$ cat config.mk
export PLATFORM = sky130hd
export DESIGN_NAME = kmeans_sweep
export DESIGN_NICKNAME = d
export VERILOG_FILES = /design/src/rtl/kmeans_sweep_pkg.sv /design/src/rtl/kmeans_tag_fifo.sv /design/src/rtl/kmeans_sweep.sv
export SDC_FILE = /design/constraint.sdc
export NUM_CORES = 1
export LEC_CHECK = 0
export CAP_MARGIN = 10
export CORE_MARGIN = 1.5
export CORE_UTILIZATION = 53
export CTS_CLUSTER_DIAMETER = 60
export DETAILED_ROUTE_END_ITERATION = 10
export GPL_ROUTABILITY_DRIVEN = 0
export HOLD_SLACK_MARGIN = 0.08
export PLACE_DENSITY = 0.84
export SLEW_MARGIN = 30
export SYNTH_ARGS = -nofsm -noshare
export SYNTH_HDL_FRONTEND = slang
export SYNTH_HIERARCHICAL = 1
export SYNTH_SLANG_ARGS = --single-unit
$ cat constraint.sdc
create_clock -name clock -period 7.05 [get_ports clock]
set_clock_uncertainty 0.15 [all_clocks]
set_input_delay 1.41 -clock clock [delete_from_list [all_inputs] [get_ports clock]]
set_output_delay 1.41 -clock clock [all_outputs]
set_load 0.005 [all_outputs]
$ cat src/rtl/kmeans_sweep_pkg.sv
// rtl/kmeans_sweep_pkg.sv - shared state type, defaults and helpers for the kmeans sweep driver
package kmeans_sweep_pkg;

  typedef enum logic [1:0] {IDLE, RUN, DRAIN, DONE} state_t;

  localparam int DEF_MAX_CLUSTERS    = 16;
  localparam int DEF_CLUSTER_W       = 4;
  localparam int DEF_MAX_OUTSTANDING = 4;
  localparam int DEF_COUNT_W         = 32;

  function automatic int clog2(input int value);
    int r;
    r = 0;
    for (int i = 0; i < 31; i++) begin
      if ((1 << i) < value) r = i + 1;
    end
    return r;
  endfunction

endpackage

$ cat src/rtl/kmeans_tag_fifo.sv
// rtl/kmeans_tag_fifo.sv - tag FIFO pairing outstanding kmeans calls with their point idx
module kmeans_tag_fifo
  import kmeans_sweep_pkg::*;
#(
  parameter int DEPTH = DEF_MAX_OUTSTANDING,
  parameter int WIDTH = 32
) (
  input  logic             clock,
  input  logic             reset,
  input  logic             push,
  input  logic [WIDTH-1:0] push_data,
  input  logic             pop,
  output logic             full,
  output logic             empty,
  output logic [WIDTH-1:0] head
);

  localparam int AW = (DEPTH > 1) ? clog2(DEPTH) : 1;

  logic [WIDTH-1:0] mem [DEPTH];
  logic [AW-1:0]    wr_ptr;
  logic [AW-1:0]    rd_ptr;
  logic [AW:0]      count;
  logic             do_push;
  logic             do_pop;

  // a pop frees the slot that a simultaneous push into a full FIFO needs
  assign do_pop  = pop && !empty;
  assign do_push = push && (!full || do_pop);
  assign full    = (count == (AW+1)'(DEPTH));
  assign empty   = (count == '0);
  assign head    = mem[rd_ptr];

  always_ff @(posedge clock) begin
    if (do_push) mem[wr_ptr] <= push_data;
  end

  always_ff @(posedge clock) begin
    if (reset) begin
      wr_ptr <= '0;
      rd_ptr <= '0;
      count  <= '0;
    end else begin
      if (do_push) wr_ptr <= wr_ptr + 1'b1;
      if (do_pop)  rd_ptr <= rd_ptr + 1'b1;
      case ({do_push, do_pop})
        2'b10:   count <= count + 1'b1;
        2'b01:   count <= count - 1'b1;
        default: count <= count;
      endcase
    end
  end

endmodule

$ cat src/rtl/kmeans_sweep.sv
// rtl/kmeans_sweep.sv - sweeps point idx through kmeans, tags returns, streams assignments, keeps histogram
module kmeans_sweep
  import kmeans_sweep_pkg::*;
#(
  parameter int MAX_CLUSTERS    = DEF_MAX_CLUSTERS,
  parameter int CLUSTER_W       = DEF_CLUSTER_W,
  parameter int MAX_OUTSTANDING = DEF_MAX_OUTSTANDING,
  parameter int COUNT_W         = DEF_COUNT_W
) (
  input  logic                 clock,
  input  logic                 reset,
  input  logic                 cfg_start,
  input  logic [31:0]          cfg_num_points,
  input  logic [31:0]          cfg_num_clusters,
  input  logic [31:0]          cfg_num_dim,
  output logic                 sweep_busy,
  output logic                 sweep_done,
  output logic                 sweep_error,
  output logic                 km_start,
  input  logic                 km_busy,
  output logic [31:0]          km_idx,
  output logic [31:0]          km_num_clusters,
  output logic [31:0]          km_num_dim,
  input  logic                 km_done,
  output logic                 km_stall,
  input  logic [31:0]          km_returndata,
  output logic                 asg_valid,
  input  logic                 asg_ready,
  output logic [31:0]          asg_idx,
  output logic [CLUSTER_W-1:0] asg_cluster,
  input  logic [CLUSTER_W-1:0] hist_rd_addr,
  output logic [COUNT_W-1:0]   hist_rd_data
);

  state_t               state, state_next;
  logic [31:0]          num_points;
  logic [31:0]          num_clusters;
  logic [31:0]          num_dim;
  logic [31:0]          issue_idx;
  logic [COUNT_W-1:0]   hist [MAX_CLUSTERS];
  logic                 fifo_full;
  logic                 fifo_empty;
  logic [31:0]          fifo_head;
  logic                 cfg_invalid;
  logic                 start_accept;
  logic                 call_accept;
  logic                 ret_accept;
  logic                 ret_oob;
  logic [CLUSTER_W-1:0] ret_cluster;

  assign cfg_invalid     = (cfg_num_clusters == 32'd0) || (cfg_num_clusters > 32'(MAX_CLUSTERS));
  assign start_accept    = (state == IDLE) && cfg_start;
  assign sweep_busy      = (state != IDLE);
  assign km_start        = (state == RUN) && (issue_idx < num_points) && !fifo_full;
  assign km_idx          = issue_idx;
  assign km_num_clusters = num_clusters;
  assign km_num_dim      = num_dim;
  assign call_accept     = km_start && !km_busy;
  assign km_stall        = asg_valid && !asg_ready;
  // a return with nothing outstanding is spurious and never popped
  assign ret_accept      = km_done && !km_stall && !fifo_empty;
  assign ret_cluster     = km_returndata[CLUSTER_W-1:0];
  assign ret_oob         = (km_returndata >= num_clusters);

  kmeans_tag_fifo #(
    .DEPTH (MAX_OUTSTANDING),
    .WIDTH (32)
  ) u_tag_fifo (
    .clock     (clock),
    .reset     (reset),
    .push      (call_accept),
    .push_data (issue_idx),
    .pop       (ret_accept),
    .full      (fifo_full),
    .empty     (fifo_empty),
    .head      (fifo_head)
  );

  always_ff @(posedge clock) begin
    if (reset) state <= IDLE;
    else       state <= state_next;
  end

  always_comb begin
    state_next = state;
    sweep_done = 1'b0;
    case (state)
      IDLE:    if (cfg_start) state_next = cfg_invalid ? DONE : RUN;
      RUN:     if (issue_idx == num_points) state_next = DRAIN;
      DRAIN:   if (fifo_empty && !asg_valid) state_next = DONE;
      DONE: begin
        sweep_done = 1'b1;
        state_next = IDLE;
      end
      default: state_next = IDLE;
    endcase
  end

  always_ff @(posedge clock) begin
    if (reset) begin
      num_points   <= '0;
      num_clusters <= '0;
      num_dim      <= '0;
      issue_idx    <= '0;
      asg_valid    <= 1'b0;
      asg_idx      <= '0;
      asg_cluster  <= '0;
      sweep_error  <= 1'b0;
      hist_rd_data <= '0;
      for (int i = 0; i < MAX_CLUSTERS; i++) hist[i] <= '0;
    end else begin
      hist_rd_data <= hist[hist_rd_addr];

      if (start_accept) begin
        num_points   <= cfg_num_points;
        num_clusters <= cfg_num_clusters;
        num_dim      <= cfg_num_dim;
        issue_idx    <= '0;
        for (int i = 0; i < MAX_CLUSTERS; i++) hist[i] <= '0;
      end else if (ret_accept && !ret_oob && (hist[ret_cluster] != {COUNT_W{1'b1}})) begin
        hist[ret_cluster] <= hist[ret_cluster] + 1'b1;
      end

      if (call_accept) issue_idx <= issue_idx + 32'd1;

      if (ret_accept) begin
        asg_valid   <= 1'b1;
        asg_idx     <= fifo_head;
        asg_cluster <= ret_cluster;
      end else if (asg_ready) begin
        asg_valid   <= 1'b0;
      end

      // start clears the sticky flag; faults in the same cycle still win
      if (start_accept) sweep_error <= cfg_invalid;
      if ((km_done && fifo_empty) || (ret_accept && ret_oob)) sweep_error <= 1'b1;
    end
  end

endmodule
==> metrics.md <==
| Metric | Value |
|---|---|
| WL/cell | `27.45 um` |
| Mapped Area | `~0.040 sq mm` |
| Power, Total | `14.23 mW` |
| TritonCTS clock tree | `built` |
| Starting Density | `53.76%` |
| Share of layout cells above drive strength 1 | `19.55%` |
| CTS root buf | `clkbuf_16` |
| Final Cell Area | `0.04762 sq mm` |
| Core area | `0.07482 sq mm` |
| Post-CTS Setup Inserts | `0` |
| First-pass GRT wire length | `176.3 mm` |
| Maxcap violations | `0` |
| Peak VDD IR | `around 0.00023 V` |
| Die W | `278.5 um` |
| Number of port buffers | `307` |
| Fin crit share | `83.00%` |
| Largest net degree at the start of global routing | `129` |
| Final Max Tran Viols | `0` |
| Clk Latency, worst-skew pair | `0.69 ns` |
| Maximum clock path buffer count | `3` |
| FF+latch count, synth | `849` |
| Setup TNS | `0 ns` |
| Outcome | `complete, no violations` |
| Drt pass-1 iters | `5` |
| DIE AREA | `0.07756 sq mm` |
| Final Hold Fails | `0` |
| Worst Tran Pin Value | `approximately 1.1 ns` |
| Post-Layout Cell Count | `4323` |
| CTS Buf Count | `89` |
| Synthesized net count | `3222` |
| DRT iter0 DRCs | `3919` |
| Cell area power density | `298.8 mW/mm^2` |
| Gr usage total | `30.54%` |
| Critical-path top delay cell | `nor3_1` |
| Number of global-route vias before repair | `28591` |
| CTS H-tree lvls | `3` |
| Initial antenna violation count | `4` |
| GR Overflow Total | `0` |
| Yosys warns | `6` |
| # hold bufs at CTS | `0` |
| Leakage power | `16.46 nW` |
| Fin nets | `3487` |
| Crit-path most repeated cell | `nand2_1` |
| Final Core Density | `a little under two thirds` |
| Routed vias/inst | `6.556` |
| Crit-path max cell delay | `0.78 ns` |
| DR vias | `about 28000` |
| Crit path DAT | `6.12 ns` |
| Seq/Total Area, Yosys | `between 50% and 60%` |
| Worst setup path category | `in -> reg` |
| Critical Path RT | `~7.3 ns` |
| P&R area growth vs syn | `18.37%` |
| Startpoint Class | `input pin` |
| Post-route ant nets | `0` |
| Post-synth EDFFs | `between 600 and 700` |
| Clock slew at reported path FFs | `0.06 ns` |
| Row cnt | `100` |
| Crit. End Element | `flop` |
| Synth cell types | `62` |
| HP Class | `reg -> reg` |
| Final WL | `118.6 mm` |
| Worst-path cell chain | `clkbuf_8 > buf_12 > mux4_2 > a22oi_1 > nand2_1 > ha_1 > nand2_1 > nor3_1 > and4_1 > nand4b_1 > nand2_2 > buf_4` |
| DP HPWL | `72.28 mm` |
| Post-CTS resize count | `0` |
| I/O Pins | `308` |
| CP max FO | `48` |
| Top FF cell, synth | `edfxtp_1` |
| Fmax | `about 0.17 GHz` |
| Register-to-register setup slack | `2.37 ns` |
| Post-synthesis area per instance | `13.37 sq um` |
| Finish-stage setup viols | `0` |
| Die Ht | `278.5 um` |
| Cell count after synthesis | `3008` |
| Placed cell count | `4150` |
| DRC violations left | `0` |
| Final min period | `5.852 ns` |
| Asr flop ratio synth | `0%` |
| Rel. slew slack | `between 20 and 30%` |
| CTS Sinks | `849` |
| DP Area | `0.04447 sq mm` |
| RSZ-0062 raised after global routing | `no` |
-- synthesized netlist by cell type, types with 3 or more instances --
cell | number | area share, %
nand3_1 | 35 | 0.44
and3_1 | 17 | 0.26
and4_1 | 4 | 0.087
or3_1 | 6 | 0.093
a21oi_1 | 189 | 2.4
buf_2 | 77 | 0.96
edfxtp_1 | 640 | 48
a22oi_1 | 10 | 0.19
a221oi_1 | 3 | 0.065
nand3b_1 | 9 | 0.17
nor2_1 | 561 | 5.2
clkbuf_1 | 95 | 0.89
nand2b_1 | 8 | 0.12
nor4_1 | 11 | 0.17
o211ai_1 | 3 | 0.056
nand4_1 | 20 | 0.31
a21o_1 | 24 | 0.45
nand3_2 | 3 | 0.075
o221ai_1 | 3 | 0.065
or4_1 | 9 | 0.17
and2_1 | 12 | 0.19
xnor2_1 | 10 | 0.22
xor2_1 | 24 | 0.52
buf_4 | 9 | 0.17
dfxtp_1 | 209 | 10
nor2b_1 | 38 | 0.59
buf_1 | 38 | 0.35
o21ai_0 | 32 | 0.40
mux4_2 | 347 | 19
a31oi_1 | 7 | 0.11
a211oi_1 | 5 | 0.093
nand2_1 | 325 | 3.0
nand4b_1 | 7 | 0.15
nor4_2 | 3 | 0.093
buf_6 | 11 | 0.31
nor3_1 | 16 | 0.20
inv_1 | 85 | 0.79
ha_1 | 75 | 2.3
-- metal layers --
| metal | vias to the layer above | GRT usage [%] | part of all wire, % | wire [um] |
|---|---|---|---|---|
| met5 | - | 0 | 0.011 | 13 |
| met3 | 515 | 7.287 | 12 | 14810 |
| li1 | 11670 | - | - | - |
| met1 | 13943 | 38.09 | 33 | 39410 |
| met4 | 2 | 16.12 | 5.9 | 6949 |
| met2 | 2211 | 49.79 | 48 | 57460 |
-- cell usage in the layout, fill, tap and decap left out, drive strengths merged, types with 12 or more instances in the layout --
cell type,instances
a21o,24
buf,103
inv,91
and2,12
and3,17
nor2,561
xnor2,12
clkdlybuf4s50,298
clkinv,35
nor4,15
o21ai,32
xor2,24
nand2,325
nor2b,39
a21oi,189
ha,75
edfxtp,640
mux4,347
nor3,18
dfxtp,209
nand3,38
clkbuf,111
nand4,20
-- cells by family (layout without fill, tap and decap cells) --
kind of cell,Yosys count,in the layout,share of synthesized area [%]
flip-flops,849,849,58.18
other,0,4,0
AND/OR/NAND/NOR,1095,1095,11.66
AO/OA/AOI/OAI,286,286,3.997
multiplexers,349,349,19.48
buffers and inverters,317,659,3.487
adder cells (fa/ha/maj),76,76,2.383
XOR/XNOR,36,36,0.8211
-- path summary, 6_finish.rpt --
kind | from | endpoint | depth (start not counted)
min | num_points[15] | num_points[15] | 2
max | km_returndata[0] | hist[0][24] | 12
max reg2reg | hist[8][3] | hist[0][24] | 9
min reg2reg | num_points[15] | num_points[15] | 2
-- registers in the layout, indices dropped and copies added (netlist names), named ones only --
| name | count |
|---|---|
| asg_cluster | 4 |
| asg_idx | 32 |
| asg_valid | 1 |
| hist | 512 |
| hist_rd_data | 32 |
| km_idx | 32 |
| km_num_clusters | 32 |
| km_num_dim | 32 |
| num_points | 32 |
| state | 2 |
| sweep_error | 1 |
| u_tag_fifo/count | 3 |
| u_tag_fifo/mem | 128 |
| u_tag_fifo/rd_ptr | 2 |
| u_tag_fifo/wr_ptr | 2 |
-- worst max-delay path, delay by kind of cell --
family          cells  cell delay (ns)
fa+ha+maj           1             0.33
compound gates      1             0.10
mux                 1             0.32
simple gates        6             2.64
buf+inv             3             1.25
-- stage by stage --
| stage | hold WS (ns) | setup slack [ns] |
|---|---|---|
| CTS | 0.3041 | 1.384 |
| global route | 0.3201 | 1.010 |
| detailed placement | 0.2959 | 0.7529 |
| floorplan | 0.2863 | 0.8166 |
| finish | 0.3041 | 1.198 |
| global placement | 0.2914 | 0.6389 |
-- power breakdown --
part	internal (mW)	total [mW]	leakage [nW]	switching, mW
combinational	1.17	2.82	6.63	1.65
clock	2.83	4.94	1.49	2.11
sequential	6.12	6.47	8.34	0.352
-- final cells by class --
class	count	area, sq um
diodes	4	10.01
clock inverters	60	755.7
clock buffers	108	2349
fillers	5089	27200
multi-input cells	1842	15640
flip-flops and latches	849	23400
repair buffers	404	3921
well taps	969	1212
inverters	87	326.6
Power figures use the tool's default switching activity.
